## src/rtl/tile_pkg.sv

```systemverilog
// Shared types and constants for the scrolling-tile game core.
package tile_pkg;

  // Game flow: waiting for the first key, scrolling, frozen after a mistake.
  typedef enum logic [1:0] {
    IDLE = 2'd0,
    RUN  = 2'd1,
    FAIL = 2'd2
  } game_state_t;

  // Pixel classes handed to the colour mapper.
  typedef enum logic [1:0] {
    PX_WHITE  = 2'd0,
    PX_BLACK  = 2'd1,
    PX_HIT    = 2'd2,
    PX_BORDER = 2'd3
  } px_class_t;

  // Lane index field is sized for the largest supported lane count (8).
  localparam int LANE_IDX_W = 3;

  // One playfield row: which lane holds the black tile, and whether it was hit.
  typedef struct packed {
    logic [LANE_IDX_W-1:0] lane;
    logic                  hit;
  } row_t;

  // 8-bit Fibonacci LFSR, polynomial taps 8,6,5,4 (bit indices 7,5,4,3).
  localparam logic [7:0] LFSR_SEED = 8'hA5;
  localparam logic [7:0] LFSR_TAPS = 8'b1011_1000;

endpackage

```

## src/rtl/tile_lfsr.sv

```systemverilog
// 8-bit Fibonacci LFSR that picks the lane of each new incoming tile.
module tile_lfsr
  import tile_pkg::*;
(
  input  logic       pixel_clk,
  input  logic       Reset,
  input  logic       step,
  output logic [7:0] value
);

  // Shift left, feeding the XOR of the tap bits into bit 0, only when stepped.
  always_ff @(posedge pixel_clk or posedge Reset) begin
    if (Reset) begin
      value <= LFSR_SEED;
    end else if (step) begin
      value <= {value[6:0], ^(value & LFSR_TAPS)};
    end
  end

endmodule

```

## src/rtl/tile_lane_engine.sv

```systemverilog
// Scrolling-tile game core: playfield, frame-rate scrolling with speed ramp,
// key judging against the bottom row, scoring and per-pixel classification.
//
// Handshake: key_valid is a single-cycle strobe with no back-pressure; every
// cycle with key_valid high is judged exactly once, in that cycle, together
// with any frame tick that lands in the same cycle (key first, then tick).
module tile_lane_engine
  import tile_pkg::*;
#(
  parameter int NUM_LANES  = 5,
  parameter int NUM_ROWS   = 4,
  parameter int H_RES      = 640,
  parameter int ROW_H      = 120,
  parameter int SPEED_INIT = 1,
  parameter int SPEED_MAX  = 12,
  parameter int RAMP_ROWS  = 5,
  parameter int SCORE_W    = 12
) (
  input  logic                         pixel_clk,
  input  logic                         Reset,
  input  logic                         vs,
  input  logic                         key_valid,
  input  logic [$clog2(NUM_LANES)-1:0] key_lane,
  input  logic [9:0]                   DrawX,
  input  logic [9:0]                   DrawY,
  output logic [1:0]                   px_class,
  output logic [1:0]                   state,
  output logic [3:0]                   speed,
  output logic [SCORE_W-1:0]           score
);

  localparam int LANE_W = H_RES / NUM_LANES;
  localparam int RAMP_W = (RAMP_ROWS < 1) ? 1 : $clog2(RAMP_ROWS + 1);

  // Registered game state.
  game_state_t        state_q, state_d;
  row_t               rows_q [NUM_ROWS];
  row_t               rows_d [NUM_ROWS];
  row_t               incoming_q, incoming_d;
  logic [7:0]         offset_q, offset_d;
  logic [3:0]         speed_q, speed_d;
  logic [RAMP_W-1:0]  ramp_q, ramp_d;
  logic [SCORE_W-1:0] score_q, score_d;

  // Frame tick recovery.
  logic vs_s1, vs_s2, vs_s3;
  logic tick_q;

  // LFSR hookup.
  logic       lfsr_step;
  logic [7:0] lfsr_value;

  // Rule-evaluation helpers.
  logic               key_on_bottom;
  logic               bottom_hit;
  logic               key_fail;
  logic [8:0]         offset_sum;
  logic [RAMP_W-1:0]  ramp_next;
  logic [SCORE_W-1:0] score_inc;

  // Pixel classification helpers.
  logic [9:0]  draw_lane;
  logic [9:0]  lane_pos;
  logic [10:0] y_rel;
  logic [9:0]  row_idx;
  row_t        pick;
  logic        in_field;
  px_class_t   px_class_d, px_class_q;

  tile_lfsr u_lfsr (
    .pixel_clk (pixel_clk),
    .Reset     (Reset),
    .step      (lfsr_step),
    .value     (lfsr_value)
  );

  assign key_on_bottom = (8'(key_lane) == 8'(rows_q[NUM_ROWS-1].lane));
  assign score_inc     = (score_q == '1) ? score_q : score_q + SCORE_W'(1);

  // Synchronise vs and register a one-cycle tick on its rising edge.
  always_ff @(posedge pixel_clk or posedge Reset) begin
    if (Reset) begin
      vs_s1  <= 1'b0;
      vs_s2  <= 1'b0;
      vs_s3  <= 1'b0;
      tick_q <= 1'b0;
    end else begin
      vs_s1  <= vs;
      vs_s2  <= vs_s1;
      vs_s3  <= vs_s2;
      tick_q <= vs_s2 & ~vs_s3;
    end
  end

  // Game state register; the bottom row starts on lane 0 and lanes climb upward.
  always_ff @(posedge pixel_clk or posedge Reset) begin
    if (Reset) begin
      state_q <= IDLE;
      for (int i = 0; i < NUM_ROWS; i++) begin
        rows_q[i].lane <= LANE_IDX_W'((NUM_ROWS - 1 - i) % NUM_LANES);
        rows_q[i].hit  <= 1'b0;
      end
      incoming_q.lane <= LANE_IDX_W'(NUM_ROWS % NUM_LANES);
      incoming_q.hit  <= 1'b0;
      offset_q        <= 8'd0;
      speed_q         <= 4'(SPEED_INIT);
      ramp_q          <= '0;
      score_q         <= '0;
    end else begin
      state_q    <= state_d;
      rows_q     <= rows_d;
      incoming_q <= incoming_d;
      offset_q   <= offset_d;
      speed_q    <= speed_d;
      ramp_q     <= ramp_d;
      score_q    <= score_d;
    end
  end

  // Game rules: judge the key first, then let the frame tick scroll the field.
  always_comb begin
    state_d    = state_q;
    rows_d     = rows_q;
    incoming_d = incoming_q;
    offset_d   = offset_q;
    speed_d    = speed_q;
    ramp_d     = ramp_q;
    score_d    = score_q;
    lfsr_step  = 1'b0;
    bottom_hit = rows_q[NUM_ROWS-1].hit;
    key_fail   = 1'b0;
    offset_sum = {1'b0, offset_q} + {5'd0, speed_q};
    ramp_next  = ramp_q + RAMP_W'(1);

    case (state_q)
      IDLE: begin
        // Only the correct first key starts the game; anything else is ignored.
        if (key_valid && key_on_bottom && !rows_q[NUM_ROWS-1].hit) begin
          state_d                  = RUN;
          rows_d[NUM_ROWS-1].hit   = 1'b1;
          score_d                  = score_inc;
        end
      end

      RUN: begin
        // Once the bottom row is hit, further keys are ignored until it scrolls out.
        if (key_valid && !rows_q[NUM_ROWS-1].hit) begin
          if (key_on_bottom) begin
            rows_d[NUM_ROWS-1].hit = 1'b1;
            score_d                = score_inc;
            bottom_hit             = 1'b1;
          end else begin
            key_fail = 1'b1;
          end
        end

        if (key_fail) begin
          state_d = FAIL;
        end else if (tick_q) begin
          if (offset_sum >= 9'(ROW_H)) begin
            if (!bottom_hit) begin
              // An unhit tile would leave the screen: freeze the field as is.
              state_d = FAIL;
            end else begin
              // Keep the residual so scrolling stays smooth across the wrap.
              offset_d = 8'(offset_sum - 9'(ROW_H));
              for (int i = NUM_ROWS - 1; i > 0; i--) begin
                rows_d[i] = rows_q[i-1];
              end
              rows_d[0]       = incoming_q;
              incoming_d.lane = LANE_IDX_W'(lfsr_value % 8'(NUM_LANES));
              incoming_d.hit  = 1'b0;
              lfsr_step       = 1'b1;
              if (ramp_next == RAMP_W'(RAMP_ROWS)) begin
                ramp_d = '0;
                if (speed_q < 4'(SPEED_MAX)) begin
                  speed_d = speed_q + 4'd1;
                end
              end else begin
                ramp_d = ramp_next;
              end
            end
          end else begin
            offset_d = offset_sum[7:0];
          end
        end
      end

      default: begin
        // FAIL holds everything until Reset.
      end
    endcase
  end

  // Classify the current pixel against the (possibly frozen) playfield.
  always_comb begin
    draw_lane = DrawX / 10'(LANE_W);
    lane_pos  = DrawX % 10'(LANE_W);
    y_rel     = {1'b0, DrawY} - {3'b000, offset_q};
    row_idx   = y_rel[9:0] / 10'(ROW_H);
    pick      = '0;
    in_field  = 1'b0;

    if (y_rel[10]) begin
      // Above row 0: the partially visible incoming row.
      pick     = incoming_q;
      in_field = 1'b1;
    end else begin
      for (int r = 0; r < NUM_ROWS; r++) begin
        if (row_idx == 10'(r)) begin
          pick     = rows_q[r];
          in_field = 1'b1;
        end
      end
    end

    px_class_d = PX_WHITE;
    if (lane_pos == 10'd0 || lane_pos == 10'(LANE_W - 1)) begin
      px_class_d = PX_BORDER;
    end else if (in_field && draw_lane == 10'(pick.lane)) begin
      px_class_d = pick.hit ? PX_HIT : PX_BLACK;
    end
  end

  // One-cycle pixel pipeline register.
  always_ff @(posedge pixel_clk or posedge Reset) begin
    if (Reset) begin
      px_class_q <= PX_WHITE;
    end else begin
      px_class_q <= px_class_d;
    end
  end

  assign px_class = px_class_q;
  assign state    = state_q;
  assign speed    = speed_q;
  assign score    = score_q;

endmodule

```

## config.mk

```make
export PLATFORM = sky130hd
export DESIGN_NAME = tile_lane_engine
export DESIGN_NICKNAME = d
export VERILOG_FILES = /design/src/rtl/tile_pkg.sv /design/src/rtl/tile_lfsr.sv /design/src/rtl/tile_lane_engine.sv
export SDC_FILE = /design/constraint.sdc
export NUM_CORES = 1
export LEC_CHECK = 0
export BUFFER_PORTS_ARGS = -buffer_cell sky130_fd_sc_hd__buf_4
export CORE_ASPECT_RATIO = 1.2
export CORE_MARGIN = 1.5
export CORE_UTILIZATION = 35
export CTS_BUF_LIST = sky130_fd_sc_hd__clkbuf_16
export CTS_CLUSTER_DIAMETER = 120
export DETAILED_ROUTE_END_ITERATION = 10
export PLACE_DENSITY = 0.61
export SYNTH_ARGS = -nofsm -noshare
export SYNTH_HDL_FRONTEND = slang
export SYNTH_SLANG_ARGS = --single-unit
```

## constraint.sdc

```tcl
create_clock -name pixel_clk -period 9.45 [get_ports pixel_clk]
set_clock_uncertainty 0.15 [all_clocks]
set_input_delay 2.3625 -clock pixel_clk [delete_from_list [all_inputs] [get_ports pixel_clk]]
set_output_delay 2.3625 -clock pixel_clk [all_outputs]
set_load 0.005 [all_outputs]
```

==> out/summary.log, run 1 <==
[grt] met2 Use GR 0.275
[grt] pin count of the biggest net entering global routing 60
[grt] met1 global-route usage 0.176
[grt] number of global-route vias before repair 3709
[worst_setup_path] R2R Path End incoming_q[2]$_DFFE_PP0P_
[die] floorplan row count 45
[worst_setup_path] worst setup path startpoint u_lfsr.value[4]$_DFFE_PP0P_
[yosys] average cell area after synthesis 9.47 sq um
[placement] placed instance area 0.00500 sq mm
[worst_setup_path] cell chain of the critical path clkinv_1, ha_1, nor3b_4, mux2_4, nor2_1, a21boi_1, o21ai_0, a211o_1, nand2_1, ha_1, a21oi_1, a31o_2, o21ai_1, a221o_1, xnor2_1, ha_1, nor2b_1, o2111ai_2, mux2_1, o21ai_1
[power] P_leak 2.27 nW
[worst_setup_path] type of the worst setup path reg -> reg
[clock_network] cts bufs inserted 9
[worst_setup_path] data required time of the critical path 9550 ps
[sta] final number of max-transition violations 0
[grt] overall global routing resource usage 0.152
[placement] routability congestion estimate from global placement 0.808
[run_status] result of the run finished clean
[die] Die Outline Area 0.0137 sq mm
[yosys] unique cell type count in the Yosys netlist 85
[sta] Tightest Pin Transition 1000 ps
[placement] IO Port Bufs 46
[clock_network] CTS sink count 59
[die] DIE WIDTH 107 um
[cells_and_area] antenna diode count 0
[grt] wire length of the first global-routing pass 16800 um
[sta] setup repair after global routing missed its margin false
[power] cell area power density 148 mW/mm^2
[route] number of vias per cell 5.30
[yosys] most common flop cell mapped by yosys sky130_fd_sc_hd__dfrtp_1
[worst_setup_path] worst reg2reg path startpoint u_lfsr.value[4]$_DFFE_PP0P_
[clock_network] clock latency at the later pin of the worst-skew pair 320 ps
[run] number of violations of the max-capacitance limit 0
[worst_setup_path] most used cell, CP sky130_fd_sc_hd__ha_1
[worst_setup_path] CP Capture Point incoming_q[2]$_DFFE_PP0P_
[sta] Setup violations, final 0
[sta] share of the clock period used by the worst path after layout 0.617
[cells_and_area] layout cells sized above 1 0.242
[yosys] number of enable flip-flop cells after synthesis 0
[power] VDD IR-drop max 91.5 uV
[yosys] post-synthesis cell area 0.00454 sq mm
[worst_setup_path] delay of the slowest critical-path stage 810 ps
[route] Pre-antenna DRT Iters 4
[die] core footprint 0.0127 sq mm
[worst_setup_path] CP arrival 5930 ps
[clock_network] maximum count of clock buffers along a single path 2
[clock_network] number of buffers added to fix hold violations after cts 0
[clock_network] htree depth 3
[clock_network] CTS tree yes
[die] effective utilization at floorplan 0.358
[sta] minimum clock period 5830 ps
[route] total via count after detailed routing 3643
[route] number of remaining DRC errors 0
[hold_path] Min-Delay Path Class reg -> reg
[route] per-cell routed wire length 14.0 um
[clock_network] Clock Tree Root sky130_fd_sc_hd__clkbuf_16
[grt] number of antenna violations at the first check in global routing 0
[worst_setup_path] number of cell instances on the worst register-to-register path 20
[cells_and_area] fill count 1214
[clock_network] setup fix buffers added after clock tree synthesis 0
[grt] met3 demand-to-capacity share in global routing 0.0310
[yosys] number of warning messages in the yosys log 0
[worst_setup_path] Critical Path Source Type flip-flop
[clock_network] post_cts resized 0
[worst_setup_path] endpoint class of the critical path flip-flop
[cells_and_area] area delta synth->final 16.4%
[yosys] share of flip-flops with an asynchronous set or reset 1.00
[yosys] synthesized net count 531
[sta] Rel. slew slack 0.323
[worst_setup_path] standard cell with the maximum stage delay on the critical path sky130_fd_sc_hd__o21ai_0
[cells_and_area] Net count, final 571
[die] die outline height 128 um
[route] count of nets left with antenna violations after detail routing 0
[yosys] Synth Instances 479
[hold_path] worst hold path startpoint vs_s1$_DFF_PP0_
[yosys] total of flip-flops plus latches after synthesis 59
[sta] sum of negative setup slack 0 ps
[yosys] share of synthesized area occupied by flip-flops and latches 0.328
[grt] global-route layer with the greatest usage met2
[worst_setup_path] Crit Path Max Fanout 11
[worst_setup_path] worst reg-to-reg setup slack 3620 ps
[sta] top achievable clock speed 0.172 GHz
[sta] final-report hold violation count 0
[grt] total congestion overflow 0
[route] First DRT Iteration DRCs 154
[die] I/O pins 47
[route] final routed wirelength across all metal layers 9660 um
[cells_and_area] Finished Cell Area 0.00528 sq mm
[clock_network] clock-pin slew reported for the worst setup and hold paths after clock tree synthesis 50 ps
[placement] total half-perimeter wirelength after legalization and detailed placement 7250 um
==> through the flow <==
| step | utilization | worst slack (ps) | hold WS, ps | power [mW] | std cells |
|---|---|---|---|---|---|
| after floorplan | - | 3860 | 181 | 0.424 | 479 |
| after global placement | 0.394 | 3460 | 185 | 0.473 | 672 |
| after detailed placement | 0.394 | 3320 | 191 | 0.479 | 672 |
| after CTS | 0.417 | 3610 | 202 | 0.793 | 688 |
| after global routing | 0.417 | 3060 | 214 | 0.829 | 688 |
| final | 0.417 | 3620 | 196 | 0.782 | 688 |
==> worst max-delay path: cells and delay by family, from the launching register on <==
family	cells	cell delay, ps
AND/OR/NAND/NOR	4	700
buffers and inverters	1	330
adder cells (fa/ha/maj)	3	800
multiplexers	2	720
AO/OA/AOI/OAI	9	2280
XOR/XNOR	1	250
flip-flops	1	520
==> worst min path at each step <==
stage               depth (start not counted)         endpoint
global route                                0  vs_s2$_DFF_PP0_
detailed placement                          0  vs_s2$_DFF_PP0_
global placement                            0  vs_s2$_DFF_PP0_
floorplan                                   0  vs_s2$_DFF_PP0_
finish                                      0  vs_s2$_DFF_PP0_
CTS                                         0  vs_s2$_DFF_PP0_
==> layout by cell type (no fill, tap or decap), types with 10 or more instances in the layout <==
cell,count
sky130_fd_sc_hd__nand2_1,38
sky130_fd_sc_hd__mux2_2,21
sky130_fd_sc_hd__ha_1,23
sky130_fd_sc_hd__buf_4,48
sky130_fd_sc_hd__a21oi_1,23
sky130_fd_sc_hd__nor2_1,32
sky130_fd_sc_hd__dfstp_2,10
sky130_fd_sc_hd__xor2_1,12
sky130_fd_sc_hd__o21ai_0,23
sky130_fd_sc_hd__inv_1,24
sky130_fd_sc_hd__xnor2_1,24
sky130_fd_sc_hd__dfrtp_1,49
==> Yosys cell counts, drive strengths merged (7+ instances only) <==
master	number	area share
a211oi	9	0.018
a21oi	26	0.031
nor2	32	0.026
nand2b	9	0.012
nand4	9	0.016
xor2	13	0.027
nor2b	8	0.011
dfstp	10	0.058
ha	23	0.063
nand3	9	0.011
nor3	9	0.0099
nand2	39	0.033
xnor2	25	0.050
o21ai	29	0.032
buf	13	0.018
dfrtp	49	0.27
mux2i	7	0.015
mux2	24	0.060
inv	24	0.020
==> area by class of cell <==
type,count,area (sq um),area share
clock buffers,9,225,0.0426
clock inverters,7,60.1,0.0114
inverters,27,101,0.0192
multi-input cells,374,2840,0.538
flip-flops and latches,59,1490,0.282
well taps,164,205,0.0389
repair buffers,48,360,0.0682
==> sequential cells by signal, summed over array words and instances, names as in the netlist, 2 cells and up <==
| signal | count |
|---|---|
| score | 12 |
| px_class | 2 |
| speed | 4 |
| state | 2 |
| offset_q | 8 |
| ramp_q | 3 |
| rows_q | 13 |
| u_lfsr.value | 8 |
| incoming_q | 3 |
==> power breakdown <==
group	leakage [nW]	switching (mW)	total [mW]	internal, mW
clock	0.144	0.108	0.308	0.200
combinational	1.38	0.0996	0.185	0.0856
sequential	0.751	0.0201	0.289	0.269
==> cells by family (layout without fill, tap and decap cells) <==
kind of cell / after synthesis / count (layout) / synth area share
simple gates: 143 / 143 / 0.169
buf+inv: 46 / 91 / 0.0455
fa+ha+maj: 26 / 26 / 0.0745
compound gates: 136 / 136 / 0.231
xor+xnor: 38 / 38 / 0.0767
mux: 31 / 31 / 0.0759
flops: 59 / 59 / 0.328
==> metal layers <==
layer  vias up  share of wire
met5         -              0
met4         0          0.018
met3        10          0.020
met2        38           0.52
met1      1745           0.45
li1       1850              -
No activity file was read; power rests on OpenSTA's default activity.
==> run 2, diff against run 1 <==
--- a/config.mk
+++ b/config.mk
@@ -5,6 +5,7 @@
 export SDC_FILE = /design/constraint.sdc
 export NUM_CORES = 1
 export LEC_CHECK = 0
+export ABC_AREA = 1
 export BUFFER_PORTS_ARGS = -buffer_cell sky130_fd_sc_hd__buf_4
 export CORE_ASPECT_RATIO = 1.2
 export CORE_MARGIN = 1.5
==> constraint.sdc (replaced) <==
create_clock -name pixel_clk -period 5.67 [get_ports pixel_clk]
set_clock_uncertainty 0.15 [all_clocks]
set_input_delay 1.4175 -clock pixel_clk [delete_from_list [all_inputs] [get_ports pixel_clk]]
set_output_delay 1.4175 -clock pixel_clk [all_outputs]
set_load 0.005 [all_outputs]
==> run 2 against run 1 <==
Net effect: core utilization is 0.35 points higher; critical path depth up 9; total power is 27% higher; largest power group unchanged; via count increased by 12%; sequential power grew 47%.
==> out/summary.log, run 2 <==
[run_status] result of the run finished clean
[yosys] fraction of synthesized cell area taken by the top area cell type 0.273 [+0.00286]
[grt] wire length of the first global-routing pass 17300 um [+3.0%]
[yosys] total of flip-flops plus latches after synthesis 59 [unchanged]
[worst_setup_path] worst reg-to-reg setup slack 1810 ps [-1810 ps]
[sta] setup repair after global routing missed its margin false
[sta] sum of negative setup slack 0 ps [unchanged]
[clock_network] cts bufs inserted 9 [unchanged]
[worst_setup_path] standard cell with the maximum stage delay on the critical path sky130_fd_sc_hd__fa_1
[route] final routed wirelength across all metal layers 9870 um [+2.2%]
[clock_network] CTS sink count 59 [unchanged]
[power] VDD IR-drop max 135 uV [+48%]
[sta] share of the clock period used by the worst path after layout 0.756
[cells_and_area] area delta synth->final 17.6%
[clock_network] post_cts resized 0 [unchanged]
[worst_setup_path] endpoint class of the critical path flip-flop
[clock_network] clock-pin slew reported for the worst setup and hold paths after clock tree synthesis 50 ps [about the same]
[die] Die Outline Area 0.0135 sq mm [-1.0%]
[power] cell area power density 189 mW/mm^2 [+27%]
[cells_and_area] layout cells sized above 1 0.181 [-0.0609]
[sta] Rel. slew slack 0.500 [+0.177]
[die] die outline height 127 um [-0.51%]
[run] number of violations of the max-capacitance limit 0 [unchanged]
[yosys] number of warning messages in the yosys log 0 [unchanged]
[sta] Tightest Pin Transition 749 ps [-255 ps]
[sta] final number of max-transition violations 0 [unchanged]
[grt] pin count of the biggest net entering global routing 60 [unchanged]
[yosys] share of synthesized area occupied by flip-flops and latches 0.332 [+0.00348]
[cells_and_area] Net count, final 747 [+31%]
[yosys] post-synthesis compound-gate area fraction 0.0769 [-0.154]
[hold_path] Min-Delay Path Class reg -> reg
[cells_and_area] top library cells by usage in the layout, fill and taps aside sky130_fd_sc_hd__nand2_1 (195), sky130_fd_sc_hd__inv_1 (108), sky130_fd_sc_hd__nand3_1 (50), sky130_fd_sc_hd__dfrtp_1 (49), sky130_fd_sc_hd__buf_4 (48)
[die] core footprint 0.0126 sq mm [-0.89%]
[placement] total half-perimeter wirelength after legalization and detailed placement 7660 um [+5.8%]
[route] number of remaining DRC errors 0 [unchanged]
[yosys] unique cell type count in the Yosys netlist 40 [-53%]
[yosys] share of cell area taken by muxes after synthesis 0.00251 [-0.0734]
[clock_network] clock latency at the later pin of the worst-skew pair 330 ps [about the same]
[die] effective utilization at floorplan 0.357 [-0.000576]
[yosys] xor/xnor cell area share of the yosys netlist 0.0507 [-0.0260]
[yosys] most common flop cell mapped by yosys sky130_fd_sc_hd__dfrtp_1
[die] DIE WIDTH 106 um [-0.51%]
[worst_setup_path] CP arrival 4400 ps [-1530 ps]
[power] sum of internal, switching and leakage power 0.995 mW [+27%]
[cells_and_area] final core utilization 0.420 [+0.00354]
[route] count of nets left with antenna violations after detail routing 0 [unchanged]
[clock_network] setup fix buffers added after clock tree synthesis 0 [unchanged]
[grt] overall global routing resource usage 0.158 [+0.00619]
[grt] number of global-route vias before repair 4151 [+12%]
[yosys] average cell area after synthesis 6.99 sq um [-26%]
[die] I/O pins 47 [unchanged]
[die] floorplan row count 45 [unchanged]
[yosys] post-synthesis cell type with the largest combined area sky130_fd_sc_hd__dfrtp_1
[route] number of vias per cell 4.73 [-11%]
[yosys] share of flip-flops with an asynchronous set or reset 1.00 [unchanged]
[placement] IO Port Bufs 46 [unchanged]
[sta] Setup violations, final 0 [unchanged]
[yosys] number of enable flip-flop cells after synthesis 0 [unchanged]
[cells_and_area] fill count 1305 [+7.5%]
[clock_network] Clock Tree Root sky130_fd_sc_hd__clkbuf_16
[worst_setup_path] Crit Path Max Fanout 7 [-4]
[cells_and_area] antenna diode count 0 [unchanged]
[worst_setup_path] delay of the slowest critical-path stage 360 ps [-450 ps]
[yosys] post-synthesis cell area 0.00449 sq mm [-1.0%]
[sta] top achievable clock speed 0.233 GHz
[yosys] Synth Instances 642 [+34%]
[cells_and_area] commonest non-fill, non-tap cell in the layout sky130_fd_sc_hd__nand2_1
[route] total via count after detailed routing 4088 [+12%]
[clock_network] CTS tree yes
[worst_setup_path] Critical Path Source Type input pin
[yosys] synthesized net count 694 [+31%]
[yosys] most frequently used cell type in the post-synthesis netlist sky130_fd_sc_hd__nand2_1
[cells_and_area] max reg flops 13 [unchanged]
[route] First DRT Iteration DRCs 175 [+14%]
[sta] minimum clock period 4290 ps
[sta] post-route worst hold slack 196 ps [+0.0240 ps]
[placement] routability congestion estimate from global placement 0.872 [+7.9%]
[clock_network] htree depth 3 [unchanged]
[clock_network] number of buffers added to fix hold violations after cts 0 [unchanged]
[yosys] largest family of logic cells by synthesized area simple AND/OR/NAND/NOR gates
[yosys] post-synthesis simple-gate area fraction 0.365 [+0.197]
[grt] total congestion overflow 0 [unchanged]
[route] Pre-antenna DRT Iters 4 [unchanged]
[yosys] cells taking the most area after synthesis sky130_fd_sc_hd__dfrtp_1 (27%), sky130_fd_sc_hd__nand2_1 (16%), sky130_fd_sc_hd__inv_1 (8.9%)
[worst_setup_path] most used cell, CP sky130_fd_sc_hd__nand2_1
[sta] final-report hold violation count 0 [unchanged]
[power] P_leak 2.91 nW [+28%]
[cells_and_area] Biggest register rows_q
[clock_network] maximum count of clock buffers along a single path 2 [unchanged]
[route] per-cell routed wire length 11.4 um [-19%]
[worst_setup_path] type of the worst setup path in -> reg
[worst_setup_path] data required time of the critical path 5780 ps [-3770 ps]
[yosys] most frequent cells after synthesis sky130_fd_sc_hd__nand2_1 (195), sky130_fd_sc_hd__inv_1 (106), sky130_fd_sc_hd__nand3_1 (50), sky130_fd_sc_hd__dfrtp_1 (49), sky130_fd_sc_hd__nor2_1 (38)
[grt] number of antenna violations at the first check in global routing 0 [unchanged]
[yosys] adder and majority gate portion of the synthesized area 0.0730 [-0.00144]
-- run 2: cell count changes in the layout (fill, tap and decap cells not counted), moves of 8 or more --
cell                       change
sky130_fd_sc_hd__a21oi_1       -9
sky130_fd_sc_hd__inv_1        +84
sky130_fd_sc_hd__mux2_2       -20
sky130_fd_sc_hd__nand2_1     +157
sky130_fd_sc_hd__nand2_2      +21
sky130_fd_sc_hd__nand2b_1      -9
sky130_fd_sc_hd__nand3_1      +42
sky130_fd_sc_hd__nor2_2        +9
sky130_fd_sc_hd__nor2b_1       -8
sky130_fd_sc_hd__xnor2_1      -14
-- run 2: final timing paths --
check | startpoint | endpoint | cells past startpoint
max in group asynchronous | Reset | rows_q[1]$_DFFE_PP0P_ | 3
hold / removal | vs_s1$_DFF_PP0_ | vs_s2$_DFF_PP0_ | 0
hold reg to reg | vs_s1$_DFF_PP0_ | vs_s2$_DFF_PP0_ | 0
setup / recovery | DrawY[0] | px_class[1]$_DFF_PP0_ | 29
setup reg to reg | u_lfsr.value[4]$_DFFE_PP0P_ | incoming_q[1]$_DFFE_PP0P_ | 30
min in group asynchronous | Reset | score[9]$_DFFE_PP0P_ | 3
-- run 2: power breakdown --
group	internal, mW	switching (mW)	total, mW
sequential	0.424	0.000743	0.425
clock	0.286	0.183	0.469
combinational	0.0370	0.0639	0.101
-- run 2: area by class of cell --
cell class              instances  area, sq um  area share
multi-input cells             466         2550       0.483
flip-flops and latches         59         1490       0.282
inverters                     111          417      0.0789
repair buffers                 48          360      0.0683
clock buffers                   9          225      0.0427
well taps                     164          205      0.0389
clock inverters                 7         31.3     0.00593
-- run 2: metrics by stage --
| step | cells | setup WS, ps | area (sq um) |
|---|---|---|---|
| 2_1_floorplan | 642 | 1470 | 4490 |
| 3_3_place_gp | 848 | 1120 | 5020 |
| 3_5_place_dp | 848 | 1040 | 5020 |
| 4_1_cts | 864 | 1380 | 5280 |
| 5_1_grt | 864 | 969 | 5280 |
| 6_report | 864 | 1380 | 5280 |
-- run 2: layer usage --
layer,up-vias,GRT usage,share of wire
li1,2129,-,-
met1,1886,0.174,0.44
met2,53,0.294,0.50
met3,20,0.0286,0.027
met4,0,0.0707,0.025
met5,-,0,0
-- run 2: cell families (layout without fill, tap and decap cells) --
family                   Yosys count  after routing
AO/OA/AOI/OAI                     60             60
flip-flops                        59             59
XOR/XNOR                          26             26
buffers and inverters            117            175
adder cells (fa/ha/maj)           25             25
AND/OR/NAND/NOR                  354            354
multiplexers                       1              1
-- run 2: critical path, delay by kind of cell --
family	cells	cell delay, ps
AO/OA/AOI/OAI	1	210
AND/OR/NAND/NOR	22	1940
adder cells (fa/ha/maj)	2	570
buffers and inverters	4	270
